<file path="config.mk">
export PLATFORM = sky130hd
export DESIGN_NAME = nibble_packer
export DESIGN_NICKNAME = d
export VERILOG_FILES = /design/src/rtl/nibble_packer.sv
export SDC_FILE = /design/constraint.sdc
export NUM_CORES = 1
export LEC_CHECK = 0
export CAP_MARGIN = 5
export CELL_PAD_IN_SITES_DETAIL_PLACEMENT = 1
export CELL_PAD_IN_SITES_GLOBAL_PLACEMENT = 1
export CORE_MARGIN = 8
export CORE_UTILIZATION = 30
export CTS_CLUSTER_DIAMETER = 30
export CTS_CLUSTER_SIZE = 12
export DETAILED_ROUTE_END_ITERATION = 7
export GPL_ROUTABILITY_DRIVEN = 0
export PLACE_DENSITY = 0.79
export SLEW_MARGIN = 20
export SYNTH_ARGS = -nofsm -noshare
export SYNTH_HDL_FRONTEND = slang
export SYNTH_SLANG_ARGS = --single-unit
export TNS_END_PERCENT = 1
</file>
<file path="constraint.sdc">
create_clock -name clk -period 2 [get_ports clk]
set_input_delay 0.3 -clock clk [delete_from_list [all_inputs] [get_ports clk]]
set_output_delay 0.3 -clock clk [all_outputs]
set_load 0.01 [all_outputs]
</file>
<file path="src/rtl/nibble_packer.sv">
// -----------------------------------------------------------------------------
// nibble_packer
//
// Purpose:
//   Drains a show-ahead 4-bit FIFO one nibble per cycle. Each group of NIBBLES
//   nibbles is packed LSB-first into one word, and the word is presented on a
//   registered valid/ready output. A flush pulse emits a partly filled word,
//   zero-padded above the valid nibbles, together with its nibble count. This
//   lets a short burst drain without waiting for more data.
//
// Parameters:
//   NIBBLES  nibbles per output word, legal range 2..8
//   CW       width of out_count, derived as $clog2(NIBBLES+1)
//
// Ports:
//   clk             clock, every flop is updated on the rising edge
//   rstN            synchronous active-low reset
//   fifo_empty      FIFO empty flag
//   fifo_read_data  FIFO head nibble, valid whenever fifo_empty=0
//   fifo_read_en    pop strobe (combinational), the FIFO advances on the same edge
//   out_data        assembled word, nibble 0 is in bits [3:0]
//   out_count       number of valid nibbles in out_data
//   out_valid       out_data/out_count hold a word
//   out_ready       downstream takes the word when out_valid && out_ready
//   flush           single-cycle request to emit the partial word
//   out_parity      only when NIBBLE_PACKER_PARITY_EN is defined: XOR of out_data
//
// Build option:
//   NIBBLE_PACKER_PARITY_EN  adds the registered out_parity output
// -----------------------------------------------------------------------------
module nibble_packer #(
  parameter int NIBBLES = 2,
  localparam int CW = $clog2(NIBBLES + 1)
) (
  input  logic                 clk,
  input  logic                 rstN,
  input  logic                 fifo_empty,
  input  logic [3:0]           fifo_read_data,
  output logic                 fifo_read_en,
  output logic [4*NIBBLES-1:0] out_data,
  output logic [CW-1:0]        out_count,
  output logic                 out_valid,
  input  logic                 out_ready,
  input  logic                 flush
`ifdef NIBBLE_PACKER_PARITY_EN
  ,
  output logic                 out_parity
`endif
);

  localparam int W  = 4 * NIBBLES;
  localparam int IW = $clog2(NIBBLES);
  localparam logic [IW-1:0] LAST_IDX = IW'(NIBBLES - 1);

  typedef enum logic [0:0] {
    ST_FILL  = 1'b0,
    ST_FLUSH = 1'b1
  } state_e;

  state_e        state_q, state_d;
  logic [IW-1:0] idx_q, idx_d;
  logic [W-1:0]  asm_q, asm_d;
  logic [W-1:0]  out_data_q, out_data_d;
  logic [CW-1:0] out_count_q, out_count_d;
  logic          out_valid_q, out_valid_d;

  logic          slot_free;
  logic          pop;
  logic          flush_emit;
  logic [W-1:0]  asm_with_new;

`ifdef NIBBLE_PACKER_PARITY_EN
  logic          out_parity_q, out_parity_d;

  // Even parity over a whole output word.
  function automatic logic word_parity(input logic [W-1:0] word);
    return ^word;
  endfunction
`endif

  // The output register can take a new word if it is empty or being accepted.
  assign slot_free = !out_valid_q || out_ready;

  // State register: FSM state plus the whole datapath, synchronous reset.
  always_ff @(posedge clk) begin
    if (!rstN) begin
      state_q     <= ST_FILL;
      idx_q       <= '0;
      asm_q       <= '0;
      out_data_q  <= '0;
      out_count_q <= '0;
      out_valid_q <= 1'b0;
`ifdef NIBBLE_PACKER_PARITY_EN
      out_parity_q <= 1'b0;
`endif
    end else begin
      state_q     <= state_d;
      idx_q       <= idx_d;
      asm_q       <= asm_d;
      out_data_q  <= out_data_d;
      out_count_q <= out_count_d;
      out_valid_q <= out_valid_d;
`ifdef NIBBLE_PACKER_PARITY_EN
      out_parity_q <= out_parity_d;
`endif
    end
  end

  // Next-state logic: a flush with nothing assembled is dropped, and the
  // flush state is left once the partial word has a free output slot.
  always_comb begin
    state_d = state_q;
    case (state_q)
      ST_FILL: begin
        if (flush && (idx_q != '0)) begin
          state_d = ST_FLUSH;
        end else begin
          state_d = ST_FILL;
        end
      end
      ST_FLUSH: begin
        if (slot_free) begin
          state_d = ST_FILL;
        end else begin
          state_d = ST_FLUSH;
        end
      end
      default: begin
        state_d = ST_FILL;
      end
    endcase
  end

  // FSM outputs: the pop strobe and the partial-word emit strobe.
  // The last nibble of a word is only popped when the word has somewhere to
  // go, so a word is never overwritten while it waits.
  always_comb begin
    pop        = 1'b0;
    flush_emit = 1'b0;
    case (state_q)
      ST_FILL: begin
        if (rstN && !fifo_empty && !flush &&
            !((idx_q == LAST_IDX) && !slot_free)) begin
          pop = 1'b1;
        end else begin
          pop = 1'b0;
        end
      end
      ST_FLUSH: begin
        if (slot_free) begin
          flush_emit = 1'b1;
        end else begin
          flush_emit = 1'b0;
        end
      end
      default: begin
        pop        = 1'b0;
        flush_emit = 1'b0;
      end
    endcase
  end

  assign fifo_read_en = pop;

  // Datapath: nibble insertion, word completion and partial-word emission.
  always_comb begin
    asm_with_new = asm_q;
    asm_with_new[{idx_q, 2'b00} +: 4] = fifo_read_data;

    idx_d       = idx_q;
    asm_d       = asm_q;
    out_data_d  = out_data_q;
    out_count_d = out_count_q;
`ifdef NIBBLE_PACKER_PARITY_EN
    out_parity_d = out_parity_q;
`endif

    // An accepted word leaves; a load below at the same edge overrides this.
    if (out_valid_q && out_ready) begin
      out_valid_d = 1'b0;
    end else begin
      out_valid_d = out_valid_q;
    end

    if (pop) begin
      if (idx_q != LAST_IDX) begin
        asm_d = asm_with_new;
        idx_d = idx_q + IW'(1);
      end else begin
        out_data_d  = asm_with_new;
        out_count_d = CW'(NIBBLES);
        out_valid_d = 1'b1;
        idx_d       = '0;
        asm_d       = '0;
`ifdef NIBBLE_PACKER_PARITY_EN
        out_parity_d = word_parity(asm_with_new);
`endif
      end
    end else if (flush_emit) begin
      // Unused upper nibbles are already zero because asm is cleared per word.
      out_data_d  = asm_q;
      out_count_d = CW'(idx_q);
      out_valid_d = 1'b1;
      idx_d       = '0;
      asm_d       = '0;
`ifdef NIBBLE_PACKER_PARITY_EN
      out_parity_d = word_parity(asm_q);
`endif
    end else begin
      idx_d = idx_q;
      asm_d = asm_q;
    end
  end

  assign out_data  = out_data_q;
  assign out_count = out_count_q;
  assign out_valid = out_valid_q;

`ifdef NIBBLE_PACKER_PARITY_EN
  assign out_parity = out_parity_q;
`else
  // Parity output not built in this configuration.
`endif

endmodule

</file>
==> results.yml <==
status:
  outcome: "completed"
timing:
  max_slew_margin_pct: 76.8
  drv_slew: 0
  setup_violations: 0
  layout_min_cycle_time_ns: 1.87
  post-route-period-util_pct: 93.3
  worstMarginPinSlew_ns: 0.344
  finClkSkew_ns: 0.00354
  final-hold-violation-count: 0
  hold_ws_ns: 0.460
  fmax_ghz: 0.536
  rsz0062_at_grt: "no"
place:
  dp_hpwl_um: 1460
  dp_cells: 134
  io_buffers: 20
worst_setup_path:
  critPathMaxStageDelay_ns: 0.54
  start_kind: "primary input"
  worstPathRequired_ns: 2.17
  reg2reg_slack_ns: 0.23
  crit_type: "primary input to flip-flop"
  setup.worst_path.end_class: "flip-flop"
  critPathSlowestCell: "or4b_4"
  arrival_ns: 2.04
  rr_worst_depth: 4
  crit_chain: "clkdlybuf4s50_1 > or4b_4 > or3b_1 > o21ai_1 > a21oi_1"
  path_max_fanout: 9
cells_and_area:
  diodes: 0
  final_common_cell: "dfxtp_1"
  finalNetCount: 118
  fin_cells: 138
  layout-drive-gt1-share_pct: 10.2
  area_growth_pct: 37.5
  final_util_pct: 43.0
  fillCellCount: 280
  layout_common_cells: "dfxtp_1 (21), clkdlybuf4s50_1 (19), nand2_1 (13)"
drt:
  drt_iter0_markers: 14
  wl_per_cell_um: 14.0
  num_vias: 673
  ant_nets: 0
  drt-total-wl_um: 1930
  viasPerCell: 4.88
  dr.pass1.iters: 2
  drc: 0
grt:
  grt_first_pass_wirelength_um: 3310
  grt_pass1_vias: 729
  grt_overflow: 0
  grt_antenna_before_repair: 0
  grt_max_degree: 24
  grt_util_all_layers_pct: 9.27
logic_synthesis:
  synth_area_um2: 767
  synth_nets: 91
  yosys_warnings: 0
  ys_ff_latch: 21
  netlist_instances: 82
  synth_cell_types: 22
  synth.avg_cell_area_um2: 9.35
  seq_area_frac_synth_pct: 54.8
power:
  powerDensity_nw_per_um2: 668
  ir_drop_mv: 0.456
  power.leakage_uw: 0.000425
clock_network:
  clk_latency_ns: 0.29
  clock_sink_count: 21
  cts-root-buf: "clkbuf_4"
  cts_made_buffers: 3
  cts-htree-levels: 1
  post_cts_buffers: 0
  cts-resized-gates: 1
  cts_tree: "built"
  cts_hold_buf: 0
  clkSlewWorstSetupHoldPaths_ns: 0.11
  cts.path.max_buffers: 2
min_path:
  hp-class: "flip-flop to flip-flop"
  hold_depth: 2
die:
  pin_count: 21
  core.rowCount: 18
  coreArea_um2: 2450
  initial_core_util_pct: 31.2
  die_area_um2: 4430
  die_h_um: 66.6
  die_w_um: 66.6
job:
  drv_cap: 0
cells by family (layout without fill, tap and decap cells):
| kind of cell | after synthesis | count (layout) | synth area share [%] |
|---|---|---|---|
| simple gates | 30 | 30 | 21.0 |
| mux | 4 | 4 | 5.22 |
| buf+inv | 4 | 30 | 2.12 |
| compound gates | 23 | 23 | 16.8 |
| flops | 21 | 21 | 54.8 |
worst max-delay path, delay by kind of cell:
family / cells / cell delay (ns)
buffers and inverters: 1 / 0.44
AO/OA/AOI/OAI: 2 / 0.24
AND/OR/NAND/NOR: 2 / 1.06
metal layers:
layer / share of wire, % / global-route usage (%)
met5: 0 / 0
met4: 0.62 / 2.40
met3: 4.0 / 3.02
met2: 48 / 15.7
met1: 47 / 10.9
Yosys cell counts, drive strengths merged:
cell type  number  area share [%]
dfxtp          21              55
nand2          13             6.4
o21ai          13             8.5
a21oi           5             3.3
nand3           5             3.3
and3            4             3.3
mux2i           4             5.2
a21boi          3             2.9
clkbuf          3             1.5
a22oi           1            0.98
buf             1            0.65
nand2b          1            0.82
nand3b          1            0.98
nand4           1            0.82
nor2            1            0.49
nor2b           1            0.82
nor4bb          1             1.3
o31a            1             1.1
or3b            1             1.1
or4b            1             1.8
path summary, 6_finish.rpt:
path                     start            to
setup reg to reg       state_q   out_data[5]
setup / recovery    fifo_empty   out_data[5]
hold / removal    out_count[1]  out_count[1]
hold reg to reg   out_count[1]  out_count[1]
registers in the layout, summed over array words and instances, names as in the netlist:
| register | cells |
|---|---|
| asm_q | 8 |
| idx_q | 1 |
| out_count | 2 |
| out_data | 8 |
| out_valid | 1 |
| state_q | 1 |
cell type report:
| cell class | instances | area (µm²) | area share [%] |
|---|---|---|---|
| clock buffer | 4 | 26.3 | 2.49 |
| multi-input combinational | 57 | 330 | 31.3 |
| sequential | 21 | 420 | 39.9 |
| tap | 30 | 37.5 | 3.56 |
| timing repair buffer | 26 | 240 | 22.8 |
metrics by stage:
stage	area [µm²]	TNS [ns]	worst slack [ns]	power, µW
after CTS	1060	0	0.0179	710
final	1050	0	0.135	704
after detailed placement	1030	-1.31	-0.254	520
after global placement	1030	-1.61	-0.234	517
after global routing	1050	0	0.0654	740
after floorplan	767	0	0.340	476
report_power, final:
part           leakage, µW  internal, µW  total [µW]  switching (µW)
sequential        0.000170           429         436            7.18
clock            0.0000150          77.4         194             117
combinational     0.000240          39.3        73.8            34.5
No activity file was read; power rests on OpenSTA's default activity.
